===== src/rtl/simon_sequencer.sv =====
`default_nettype none
// +--------------------------------------------------------------------------+
// | Module      : simon_sequencer                                            |
// | Description : Player-side controller for a Simon memory game. Cleans up  |
// |               raw buttons, sequences game start / play / game over,      |
// |               forwards accepted player presses to the engine, drives the |
// |               colour lamps and keeps the current and best score.         |
// | Ports       : clk           - system clock (rising edge)                 |
// |               reset         - asynchronous active-low reset              |
// |               btn[3:0]      - raw colour buttons, active-high            |
// |               start         - raw start button, active-high              |
// |               simonTurn     - 1 = engine presenting, 0 = player turn     |
// |               simonNum[1:0] - colour the engine is presenting            |
// |               simonPressed  - engine colour-lit flag                     |
// |               gameOver      - engine game-over flag                      |
// |               simonRst      - active-high reset to the engine            |
// |               playerNum     - encoded accepted player colour             |
// |               playerPressed - one-cycle strobe qualifying playerNum      |
// |               led[3:0]      - colour lamps                               |
// |               score, best   - current / best rounds cleared              |
// |               phase         - 0 IDLE, 1 CLEAR, 2 PLAY, 3 OVER            |
// | Revision    : 1.0 - initial release                                      |
// +--------------------------------------------------------------------------+
module simon_sequencer #(
  parameter int DEBOUNCE   = 3,
  parameter int BLINK      = 30,
  parameter int CLR_CYCLES = 2
) (
  input  logic       clk,
  input  logic       reset,
  input  logic [3:0] btn,
  input  logic       start,
  input  logic       simonTurn,
  input  logic [1:0] simonNum,
  input  logic       simonPressed,
  input  logic       gameOver,
  output logic       simonRst,
  output logic [1:0] playerNum,
  output logic       playerPressed,
  output logic [3:0] led,
  output logic [3:0] score,
  output logic [3:0] best,
  output logic [1:0] phase
);

  localparam int DB_W  = $clog2(DEBOUNCE + 1);
  localparam int BL_W  = $clog2(BLINK + 1);
  localparam int CLR_W = $clog2(CLR_CYCLES + 1);

  localparam logic [DB_W-1:0]  DB_LAST  = DB_W'(DEBOUNCE - 1);
  localparam logic [BL_W-1:0]  BL_LAST  = BL_W'(BLINK - 1);
  localparam logic [CLR_W-1:0] CLR_LAST = CLR_W'(CLR_CYCLES - 1);

  typedef enum logic [1:0] {
    ST_IDLE  = 2'd0,
    ST_CLEAR = 2'd1,
    ST_PLAY  = 2'd2,
    ST_OVER  = 2'd3
  } state_t;

  state_t state;

  // Bit 4 is start, bits 3:0 are the colour buttons.
  logic [4:0] raw;
  logic [4:0] sync1;
  logic [4:0] sync2;
  logic [4:0] deb_cur;
  logic [4:0] deb_next;

  assign raw = {start, btn};

  always_ff @(posedge clk or negedge reset) begin
    if (!reset) begin
      sync1 <= '0;
      sync2 <= '0;
    end else begin
      sync1 <= raw;
      sync2 <= sync1;
    end
  end

  // Per-bit debouncer. deb_next is the level the debouncer will hold after
  // this edge, so the controller can react in the same edge the debounced
  // level changes (zero added latency, outputs still registered).
  for (genvar i = 0; i < 5; i++) begin : g_debounce
    logic [DB_W-1:0] cnt;
    logic            level;

    always_ff @(posedge clk or negedge reset) begin
      if (!reset) begin
        cnt   <= '0;
        level <= 1'b0;
      end else if (sync2[i] == level) begin
        cnt <= '0;
      end else if (cnt == DB_LAST) begin
        cnt   <= '0;
        level <= sync2[i];
      end else begin
        cnt <= cnt + 1'b1;
      end
    end

    assign deb_cur[i]  = level;
    assign deb_next[i] = ((sync2[i] != level) && (cnt == DB_LAST)) ? sync2[i] : level;
  end

  logic [3:0] btn_cur;
  logic [3:0] btn_next;
  logic       start_edge;
  logic       press_edge;
  logic       turn_prev;
  logic       turn_rise;
  logic       held;
  logic [1:0] low_idx;
  logic [BL_W-1:0]  blink_cnt;
  logic [CLR_W-1:0] clr_cnt;

  assign btn_cur    = deb_cur[3:0];
  assign btn_next   = deb_next[3:0];
  assign start_edge = deb_next[4] & ~deb_cur[4];
  // All-zero to non-zero only: simultaneous buttons give one edge, and a
  // button already held when the player turn begins never forms an edge.
  assign press_edge = (btn_cur == 4'b0000) && (btn_next != 4'b0000);
  assign turn_rise  = simonTurn & ~turn_prev;

  always_comb begin
    low_idx = 2'd0;
    if (btn_next[0])      low_idx = 2'd0;
    else if (btn_next[1]) low_idx = 2'd1;
    else if (btn_next[2]) low_idx = 2'd2;
    else if (btn_next[3]) low_idx = 2'd3;
  end

  function automatic logic [3:0] one_hot(input logic [1:0] idx);
    return 4'b0001 << idx;
  endfunction

  assign phase = state;

  always_ff @(posedge clk or negedge reset) begin
    if (!reset) begin
      state         <= ST_IDLE;
      simonRst      <= 1'b0;
      playerNum     <= 2'd0;
      playerPressed <= 1'b0;
      led           <= 4'b0000;
      score         <= 4'd0;
      best          <= 4'd0;
      turn_prev     <= 1'b0;
      held          <= 1'b0;
      blink_cnt     <= '0;
      clr_cnt       <= '0;
    end else begin
      turn_prev     <= simonTurn;
      playerPressed <= 1'b0;
      case (state)
        ST_IDLE: begin
          led      <= 4'b0000;
          simonRst <= 1'b0;
          held     <= 1'b0;
          if (start_edge) begin
            state    <= ST_CLEAR;
            simonRst <= 1'b1;
            clr_cnt  <= '0;
            score    <= 4'd0;
          end
        end

        ST_CLEAR: begin
          led   <= 4'b0000;
          score <= 4'd0;
          held  <= 1'b0;
          if (clr_cnt == CLR_LAST) begin
            state    <= ST_PLAY;
            simonRst <= 1'b0;
          end else begin
            clr_cnt <= clr_cnt + 1'b1;
          end
        end

        ST_PLAY: begin
          if (gameOver) begin
            // Game over wins over any press arriving on the same edge.
            state     <= ST_OVER;
            led       <= 4'b1111;
            blink_cnt <= '0;
            held      <= 1'b0;
            if (score > best) best <= score;
          end else begin
            if (turn_rise && (score != 4'd15)) score <= score + 1'b1;
            if (simonTurn) begin
              held <= 1'b0;
              led  <= simonPressed ? one_hot(simonNum) : 4'b0000;
            end else if (press_edge) begin
              playerNum     <= low_idx;
              playerPressed <= 1'b1;
              held          <= 1'b1;
              led           <= one_hot(low_idx);
            end else if (held && btn_next[playerNum]) begin
              led <= one_hot(playerNum);
            end else begin
              held <= 1'b0;
              led  <= 4'b0000;
            end
          end
        end

        ST_OVER: begin
          if (start_edge) begin
            state    <= ST_CLEAR;
            simonRst <= 1'b1;
            clr_cnt  <= '0;
            score    <= 4'd0;
            led      <= 4'b0000;
          end else if (blink_cnt == BL_LAST) begin
            led       <= ~led;
            blink_cnt <= '0;
          end else begin
            blink_cnt <= blink_cnt + 1'b1;
          end
        end

        default: state <= ST_IDLE;
      endcase
    end
  end

endmodule
`default_nettype wire


===== config.mk =====
export PLATFORM = sky130hd
export DESIGN_NAME = simon_sequencer
export DESIGN_NICKNAME = d
export VERILOG_FILES = /design/src/rtl/simon_sequencer.sv
export SDC_FILE = /design/constraint.sdc
export NUM_CORES = 1
export LEC_CHECK = 0
export CAP_MARGIN = 5
export CORE_MARGIN = 5
export CORE_UTILIZATION = 57
export CTS_BUF_LIST = sky130_fd_sc_hd__clkbuf_8
export DETAILED_ROUTE_END_ITERATION = 8
export PLACE_DENSITY = 0.81
export SETUP_SLACK_MARGIN = 0.5
export SLEW_MARGIN = 20
export SYNTH_ARGS = -nofsm -noshare
export SYNTH_HDL_FRONTEND = slang
export SYNTH_SLANG_ARGS = --single-unit
export TNS_END_PERCENT = 20

===== constraint.sdc =====
create_clock -name clk -period 2.6 [get_ports clk]
set_clock_uncertainty 0.1 [all_clocks]
set_input_delay 0.39 -clock clk [delete_from_list [all_inputs] [get_ports clk]]
set_output_delay 0.39 -clock clk [all_outputs]
set_load 0.02 [all_outputs]

==> run metrics, run 1 <==
static leakage power=approximately 1.3 nW; drt first-iter violations=~120; most common cell after layout, fill and taps aside=sky130_fd_sc_hd__dfrtp_1; number of flops mapped to enable cells by yosys=0; status=finished, final reports clean; Clk Latency, worst-skew pair=0.31 ns; final instance area=roughly 3000 um^2; first-pass GRT wire length=around 8.6 mm; largest cells by area after synthesis=sky130_fd_sc_hd__dfrtp_1, sky130_fd_sc_hd__ha_1, sky130_fd_sc_hd__o21ai_0; DR DRC count=0; Hold Crit Start=sync1[1]; std cell rows=24; maximum capacitance violations=0; cell taking the most area after synthesis=sky130_fd_sc_hd__dfrtp_1; Initial Util=0.5854; count of mapped cells out of synthesis=232; mapped cell area=between 2000 and 3000 um^2; Die X=between 70 and 80 um; endpoint of the lowest-slack register-to-register path=best[3]; HPWL after DPL=around 3.5 mm; TritonCTS clock tree=yes; Final Instance Count excl. Fillers=325; count of inserted antenna diode cells=0; internal power of the cells=1.779 mW; Setup TNS Final=0 ns; routed length per instance=between 15 and 20 um; count of endpoints failing hold in the final timing report=0; commonest register cell after synthesis=sky130_fd_sc_hd__dfrtp_1; drt first pass iters=5; global route total overflow=0; endpoint of the worst hold-timing path=sync2[1]; post-synth top area share=0.5141; htree depth=2; final max-slew violation count=0; unrepaired setup endpoints after global routing=yes; Setup crit start kind=register; sequential element share of the synthesized area=0.5141; Power Density=~960 nW/um^2; final cell utilization of the core=0.7049; Worst Max-Slew Pin Slew=0.5274 ns; layout overhead on the synthesized area=20.42%; sum of routed wire length over all layers=roughly 4.9 mm; clock tree root buffer cell=sky130_fd_sc_hd__clkbuf_8; critical path data required time=about 2.7 ns; proportion of power drawn by combinational gates=0.411; register bit count reported by yosys=52; tightest slew margin relative to the limit=0.6383; share of synthesized registers carrying an async set or reset=1.000; initial antenna violation count=0; count of clock tree sinks=52; placed standard-cell area=2910 um^2; clock transition at the registers of the reported paths=roughly 0.10 ns; min-delay worst type=reg2reg; share of power burned in the clock network=0.161; Peak supply drop=0.5767 mV; pin count of the biggest net entering global routing=53; total instance count after detailed placement=between 300 and 400; sort of element at the end of the critical path=register; maximum root-to-sink buffer count=2; filler cell count in the final layout=approximately 350; net count after synthesis=roughly 260; worst hold-check slack=0.2596 ns; Critical Path AT=roughly 2.2 ns; sw power=about 1.1 mW; reg2reg path depth=6; Core Footprint=~4300 um^2; # nets final=298; area enclosed by the die boundary=between 5000 and 6000 um^2; mean instance size in the synthesized netlist=10.91 um^2; yosys warns=0; antenna viol nets, final=0; via density per instance=between 5 and 6; Vias=about 1,900; Inserted Clock Buffers=5; number of global-route vias before repair=between 1,500 and 2,000; Reg2Reg Launch Point=score[1]; number of distinct library cells after synthesis=45; R2R setup slack=about 0.53 ns; highest fanout seen on the critical path=7; Final GP Congestion=~0.90; max frequency=around 0.48 GHz; layout cells sized above 1=0.1355; number of top-level pins=30; Final Critical Period=2.074 ns; die boundary height=76.64 um; count of final setup violators=0; IO Port Bufs=29; Total Routing Usage GR=0.1791; portion of the clock cycle consumed by the worst path in the final layout=0.7976; hold depth=0; commonest cells after routing, fill and taps aside=sky130_fd_sc_hd__dfrtp_1, sky130_fd_sc_hd__clkdlybuf4s50_1, sky130_fd_sc_hd__o21ai_0; startpoint-to-endpoint class of the critical path=reg2reg; part of the power in registers=0.428; switching share of power=0.3910
-- cell families after synthesis --
logic type	Yosys count	synth area share
flip-flops	52	0.5141
AO/OA/AOI/OAI	51	0.1330
multiplexers	14	0.06327
XOR/XNOR	7	0.02422
adder cells (fa/ha/maj)	14	0.06920
AND/OR/NAND/NOR	75	0.1631
buffers and inverters	19	0.03312
-- cell usage after synthesis, types with 7 or more instances --
library cell              instances
sky130_fd_sc_hd__nor3_1          12
sky130_fd_sc_hd__mux2i_1          7
sky130_fd_sc_hd__dfrtp_1         52
sky130_fd_sc_hd__nand3_1          8
sky130_fd_sc_hd__inv_1           15
sky130_fd_sc_hd__nand2_1         13
sky130_fd_sc_hd__a21oi_1         10
sky130_fd_sc_hd__o21ai_0         16
sky130_fd_sc_hd__ha_1            14
sky130_fd_sc_hd__xnor2_1          7
sky130_fd_sc_hd__nor2_1          13
-- state kept, by name, summed over array words and instances, names as in the netlist --
register          count
best                  4
blink_cnt             5
clr_cnt               2
g_debounce.cnt       10
g_debounce.level      5
held                  1
led                   4
phase                 2
playerNum             2
playerPressed         1
score                 4
simonRst              1
sync1                 5
sync2                 5
turn_prev             1
-- critical path: stages (launching register included) --
cell	delay (ns)
sky130_fd_sc_hd__dfrtp_1	0.45
sky130_fd_sc_hd__ha_1	0.32
sky130_fd_sc_hd__nor2b_1	0.13
sky130_fd_sc_hd__o21a_1	0.16
sky130_fd_sc_hd__o21a_1	0.19
sky130_fd_sc_hd__o2111ai_4	0.24
sky130_fd_sc_hd__mux2_2	0.37
-- timing repair --
action                                  4_1_cts  5_1_grt
endpoints found under the hold margin        52        0
endpoints found under the setup margin        6       12
cloned                                        0        0
hold buffers                                  1        0
buffers inserted                              0        2
pin swaps                                     0        1
gates resized for setup                       3        2
-- per-layer routing --
metal / share of wire / track usage / vias to the layer above
li1: - / - / 914
met1: 0.45 / 0.2289 / 927
met2: 0.49 / 0.2902 / 44
met3: 0.045 / 0.04019 / 11
met4: 0.021 / 0.07867 / 0
met5: 0 / 0 / -
-- power by group through the flow --
| stage | combinational (mW) | sequential, mW | clock, mW |
|---|---|---|---|
| 2_1_floorplan | 0.740 | 1.29 | 0 |
| 3_3_place_gp | 1.12 | 1.25 | 0 |
| 3_5_place_dp | 1.16 | 1.27 | 0 |
| 4_1_cts | 1.18 | 1.25 | 0.484 |
| 5_1_grt | 1.33 | 1.29 | 0.519 |
| 6_report | 1.20 | 1.25 | 0.472 |
-- layout make-up --
cell class | count | area, um^2 | share of cell area
multi-input combinational | 161 | 1172 | 0.3846
clock inverter | 3 | 22.52 | 0.007389
tap | 52 | 65.06 | 0.02135
inverter | 15 | 56.30 | 0.01847
clock buffer | 5 | 68.82 | 0.02258
timing repair buffer | 37 | 360.3 | 0.1182
sequential | 52 | 1303 | 0.4273
-- metrics by stage --
stage                     setup WS [ns]  power (mW)
final                            0.5263       2.921
after global routing             0.4085       3.138
after CTS                        0.4998       2.913
after detailed placement         0.3986       2.424
after global placement           0.4979       2.372
after floorplan                  0.4935       2.026
-- worst max-delay path by stage --
| stage | to | startpoint | cells past startpoint | slack (ns) |
|---|---|---|---|---|
| 4_1_cts | best[3] | score[1] | 6 | 0.50 |
| 2_1_floorplan | led[3] | phase[0] | 7 | 0.49 |
| 3_3_place_gp | blink_cnt[3] | gameOver | 6 | 0.50 |
| 6_report | best[3] | score[1] | 6 | 0.53 |
| 3_5_place_dp | blink_cnt[3] | gameOver | 6 | 0.40 |
| 5_1_grt | blink_cnt[3] | phase[0] | 8 | 0.41 |
No activity file was read; power rests on OpenSTA's default activity.
==> run 2: changes to the inputs <==
==> constraint.sdc (replaced) <==
create_clock -name clk -period 2.14 [get_ports clk]
set_clock_uncertainty 0.1 [all_clocks]
set_input_delay 0.321 -clock clk [delete_from_list [all_inputs] [get_ports clk]]
set_output_delay 0.321 -clock clk [all_outputs]
set_load 0.02 [all_outputs]
==> run 2 against run 1 <==
Against the previous run:
- flip-flop and latch count did not move
- wire length rose by 7.2%
- fmax rose by 6.4%
- sequential power rose by 20%
- combinational power rose by 48%
==> run metrics, run 2 (synthesis results as in run 1) <==
status=finished, final reports clean; Setup TNS Final=0 ns (unchanged); Peak supply drop=0.6405 mV (+11%); area enclosed by the die boundary=5874 um^2 (unchanged); initial antenna violation count=0 (unchanged); Total Routing Usage GR=0.1751 (-0.004033); Placement Setup Slack=0.1457 ns (-0.2529 ns); antenna viol nets, final=0 (unchanged); Final Critical Period=1.948 ns (-0.1254 ns); std cell rows=24 (unchanged); drt first pass iters=6 (+1); final instance area=3321 um^2 (+8.9%); critical path data required time=2.24 ns (-0.47 ns); Die X=76.64 um (unchanged); count of clock tree sinks=52 (unchanged); unrepaired setup endpoints after global routing=yes; htree depth=2 (unchanged); Vias=1,948 (+2.7%); sort of element at the end of the critical path=register; first-pass GRT wire length=8.514 mm (-1.3%); layout overhead on the synthesized area=31.19%; drt first-iter violations=179 (+54%); count of inserted antenna diode cells=0 (unchanged); sum of routed wire length over all layers=5.252 mm (+7.2%); portion of the clock cycle consumed by the worst path in the final layout=0.9105 (+0.1129); commonest cells after routing, fill and taps aside=sky130_fd_sc_hd__dfrtp_1, sky130_fd_sc_hd__clkdlybuf4s50_1, sky130_fd_sc_hd__buf_4; most common cell after layout, fill and taps aside=sky130_fd_sc_hd__dfrtp_1; Critical Path AT=2.04 ns (-0.14 ns); Worst Max-Slew Pin Slew=0.5009 ns (-0.02653 ns); number of global-route vias before repair=1,844 (-2.5%); register with the most flip-flops=g_debounce.cnt; die boundary height=76.64 um (unchanged); Initial Util=0.5854 (unchanged); Inserted Clock Buffers=5 (unchanged); maximum capacitance violations=0 (unchanged); tightest slew margin relative to the limit=0.6661 (+0.02775); min-delay worst type=reg2reg; worst hold-check slack=0.2563 ns (-0.003326 ns); final cell utilization of the core=0.7679 (+0.06308); TritonCTS clock tree=yes; filler cell count in the final layout=283 (-19%); pin count of the biggest net entering global routing=33 (-38%); maximum root-to-sink buffer count=2 (unchanged); number of top-level pins=30 (unchanged); max frequency=0.5132 GHz (+6.4%); clock tree root buffer cell=sky130_fd_sc_hd__clkbuf_8; count of final setup violators=0 (unchanged); clock transition at the registers of the reported paths=0.09 ns (about the same); routed length per instance=15.27 um (+1.3%); global route total overflow=0 (unchanged); Core Footprint=4324 um^2 (unchanged); Clk Latency, worst-skew pair=0.30 ns (about the same); via density per instance=5.663 (-2.9%); startpoint-to-endpoint class of the critical path=reg2reg; highest fanout seen on the critical path=4 (-3); IO Port Bufs=29 (unchanged); sequential cell area in the final layout=1306 um^2 (+0.29%); Power Density=1151 nW/um^2 (+20%); # nets final=317 (+6.4%); placed standard-cell area=3022 um^2 (+3.8%); final max-slew violation count=0 (unchanged); hold depth=0 (unchanged); Setup crit start kind=register; number of flip-flops under the largest register name=10 (unchanged); static leakage power=1.486 nW (+11%); reg2reg path depth=7 (+1); minimum setup slack in the final design=0.1916 ns (-0.3346 ns); layout cells sized above 1=0.2397 (+0.1042); area of the multi-input gates=1290 um^2 (+10%); HPWL after DPL=3.565 mm (+1.7%); count of endpoints failing hold in the final timing report=0 (unchanged); DR DRC count=0 (unchanged); Final GP Congestion=0.8179 (-8.8%)
[run 2: final cells by class]
cell class	instances	share of cell area
sequential	52	0.3934
multi-input combinational	161	0.3885
timing repair buffer	56	0.1534
clock buffer	5	0.02072
tap	52	0.01959
inverter	15	0.01846
clock inverter	3	0.006029
[run 2: report_power, final]
| group | switching [mW] | total, mW | internal, mW |
|---|---|---|---|
| Sequential | 0.249 | 1.50 | 1.26 |
| Clock | 0.323 | 0.552 | 0.229 |
| Combinational | 0.891 | 1.77 | 0.877 |
[run 2: critical path: stages, from the launching register on]
cell,delay [ns]
sky130_fd_sc_hd__dfrtp_2,0.42
sky130_fd_sc_hd__inv_2,0.07
sky130_fd_sc_hd__ha_4,0.20
sky130_fd_sc_hd__nor2b_4,0.12
sky130_fd_sc_hd__o21a_1,0.16
sky130_fd_sc_hd__o21a_1,0.19
sky130_fd_sc_hd__o2111ai_4,0.27
sky130_fd_sc_hd__mux2_4,0.33
[run 2: per-stage QoR]
stage / std cells / power [mW]
2_1_floorplan: 232 / 2.486
3_3_place_gp: 321 / 2.957
3_5_place_dp: 321 / 3.000
4_1_cts: 335 / 3.610
5_1_grt: 344 / 4.111
6_report: 344 / 3.824
[run 2: final timing paths]
check	startpoint	to	slack [ns]
setup / recovery	best[1]	best[0]	0.19
hold / removal	sync1[2]	sync2[2]	0.26
setup reg to reg	best[1]	best[0]	0.19
hold reg to reg	sync1[2]	sync2[2]	0.26
max in group asynchronous	reset	phase[0]	0.98
min in group asynchronous	reset	g_debounce[3].cnt[1]	0.40
[run 2: repair_timing]
action	CTS	global route
pin swaps	3	8
endpoints found under the hold margin	20	0
cloned	0	0
resized for setup	5	18
endpoints found under the setup margin	43	42
setup buffers	5	9
hold buffers	1	0
[run 2: routing by layer]
metal,share of wire,vias up,GRT usage
li1,-,951,-
met1,0.44,937,0.2460
met2,0.50,54,0.2765
met3,0.050,6,0.03546
met4,0.0097,0,0.04720
met5,0,-,0
==> run 3: changes to the inputs <==
--- a/config.mk
+++ b/config.mk
@@ -6,9 +6,10 @@
 export NUM_CORES = 1
 export LEC_CHECK = 0
 export CAP_MARGIN = 5
-export CORE_MARGIN = 5
+export CORE_MARGIN = 1
 export CORE_UTILIZATION = 57
 export CTS_BUF_LIST = sky130_fd_sc_hd__clkbuf_8
+export CTS_CLUSTER_SIZE = 24
 export DETAILED_ROUTE_END_ITERATION = 8
 export PLACE_DENSITY = 0.81
 export SETUP_SLACK_MARGIN = 0.5
==> run 3 against run 2 <==
Against the previous run:
- register-to-register slack worse by 0.02 ns
- sequential power about the same
- clock power down 0.9%
==> run metrics, run 3 (synthesis results as in run 1) <==
min-delay worst type=reg2reg; area enclosed by the die boundary=4711 um^2 (-20%); Final Critical Period=1.972 ns (+0.02385 ns); register with the most flip-flops=g_debounce.cnt; Critical Path, Cell by Cell=inv_2 > ha_4 > nor2b_4 > o21a_1 > o21a_1 > o2111ai_4 > mux2_4; count of inserted antenna diode cells=0 (unchanged); number of top-level pins=30 (unchanged); static leakage power=1.551 nW (+4.4%); Critical Path AT=2.07 ns (+0.03 ns); internal power of the cells=2.440 mW (+3.3%); die boundary height=68.64 um (-10%); cell type group with the largest total delay on the critical path=compound AO/OA/AOI/OAI gates; Placement Setup Slack=0.05414 ns (-0.09161 ns); antenna viol nets, final=0 (unchanged); # nets final=328 (+3.5%); unrepaired setup endpoints after global routing=yes; Initial Util=0.6108 (+0.02545); Setup crit start kind=register; commonest cells after routing, fill and taps aside=sky130_fd_sc_hd__dfrtp_1, sky130_fd_sc_hd__buf_4, sky130_fd_sc_hd__clkdlybuf4s50_1; max frequency=0.5070 GHz (-1.2%); first-pass GRT wire length=8.231 mm (-3.3%); switching share of power=0.3868 (+0.004388); sort of element at the end of the critical path=register; Final GP Congestion=0.8053 (-1.5%); drt first-iter violations=105 (-41%); proportion of power drawn by combinational gates=0.481 (+0.019); critical path data required time=2.24 ns (about the same); Worst Max-Slew Pin Slew=0.5614 ns (+0.06051 ns); sum of internal, switching and leakage power=3.979 mW (+4.1%); clock transition at the registers of the reported paths=0.09 ns (about the same); Clk Latency, worst-skew pair=0.31 ns (about the same); Setup TNS Final=0 ns (unchanged); minimum setup slack in the final design=0.1678 ns (-0.02385 ns); count of final setup violators=0 (unchanged); part of the power in registers=0.381 (-0.012); initial antenna violation count=0 (unchanged); Peak supply drop=0.7531 mV (+18%); Power Density=1165 nW/um^2 (+1.2%); HPWL after DPL=3.576 mm (+0.29%); global route total overflow=0 (unchanged); Core Footprint=4144 um^2 (-4.2%); Total Routing Usage GR=0.2424 (+0.06734); most common cell after layout, fill and taps aside=sky130_fd_sc_hd__dfrtp_1; htree depth=2 (unchanged); sw power=1.539 mW (+5.2%); Worst path max stage delay=0.42 ns (about the same); status=finished, final reports clean; routed length per instance=16.08 um (+5.3%); highest fanout seen on the critical path=4 (unchanged); count of endpoints failing hold in the final timing report=0 (unchanged); drt first pass iters=4 (-2); DR DRC count=0 (unchanged); clock tree root buffer cell=sky130_fd_sc_hd__clkbuf_8; Critical path buffers and inverters=1 (unchanged); number of flip-flops under the largest register name=10 (unchanged); final max-slew violation count=0 (unchanged); maximum root-to-sink buffer count=2 (unchanged); share of power burned in the clock network=0.138 (-0.006); Die X=68.64 um (-10%); Vias=2,051 (+5.3%); count of clock tree sinks=52 (unchanged); layout overhead on the synthesized area=34.95%; Inserted Clock Buffers=5 (unchanged); via density per instance=5.810 (+2.6%); cell seen most often among critical-path stages=sky130_fd_sc_hd__o21a_1; number of global-route vias before repair=1,839 (-0.27%); TritonCTS clock tree=yes; sum of routed wire length over all layers=5.675 mm (+8.1%); standard cell with the maximum stage delay on the critical path=sky130_fd_sc_hd__dfrtp_2; pin count of the biggest net entering global routing=30 (-9.1%); layout cells sized above 1=0.2937 (+0.05400); tightest slew margin relative to the limit=0.6257 (-0.04034); portion of the clock cycle consumed by the worst path in the final layout=0.9216 (+0.01115); maximum capacitance violations=0 (unchanged); std cell rows=23 (-4.2%); IO Port Bufs=29 (unchanged); startpoint-to-endpoint class of the critical path=reg2reg
## run 3: cell types whose count changed in the layout (fill, tap and decap cells not counted), moves of 2 or more
cell / delta
sky130_fd_sc_hd__buf_4: +9
sky130_fd_sc_hd__o21ai_1: -2
sky130_fd_sc_hd__o21ai_2: +3
sky130_fd_sc_hd__ha_2: +2
sky130_fd_sc_hd__buf_6: +2
## run 3: power by group through the flow
stage	logic [mW]	registers [mW]	clock network (mW)
floorplan	0.917	1.57	0
global placement	1.44	1.52	0
detailed placement	1.47	1.53	0
CTS	1.63	1.50	0.563
global route	2.08	1.56	0.598
finish	1.91	1.52	0.547
## run 3: worst paths after layout
path	startpoint	endpoint	slack, ns	cells past startpoint
setup / recovery	best[1]	best[1]	0.17	7
hold / removal	sync1[1]	sync2[1]	0.26	0
setup reg to reg	best[1]	best[1]	0.17	7
hold reg to reg	sync1[1]	sync2[1]	0.26	0
max in group asynchronous	reset	phase[0]	0.95	3
min in group asynchronous	reset	sync2[3]	0.43	2
## run 3: stage by stage
stage / hold slack [ns] / cell area, um^2 / std cells / util
5_1_grt: 0.2676 / 3416 / 353 / 0.8243
4_1_cts: 0.2587 / 3219 / 339 / 0.7769
3_3_place_gp: 0.2325 / 3012 / 318 / 0.7268
2_1_floorplan: -0.07459 / 2596 / 232 / -
6_report: 0.2561 / 3416 / 353 / 0.8243
3_5_place_dp: 0.2370 / 3012 / 318 / 0.7268
## run 3: cell type report
cell class / instances / area (um^2)
Multi-Input combinational cell: 161 / 1295
Inverter: 15 / 61.31
Timing Repair Buffer: 67 / 601.8
Clock inverter: 3 / 20.02
Sequential cell: 52 / 1306
Tap cell: 50 / 62.56
Fill cell: 231 / 728.2
Clock buffer: 5 / 68.82
## run 3: what timing repair did
item / in CTS / in global routing
setup endpoints to repair: 42 / 43
resized for setup: 8 / 26
pin swaps: 6 / 6
hold buffers: 1 / 0
setup buffers: 12 / 14
endpoints found under the hold margin: 23 / 0
## run 3: metal layers
metal  wire length (um)  global-route usage  vias to the layer above
li1                   -                   -                      972
met1               2475              0.2974                     1007
met2               2858              0.4203                       57
met3                212             0.04934                       15
met4                129             0.08594                        0
met5                  0                   0                        -
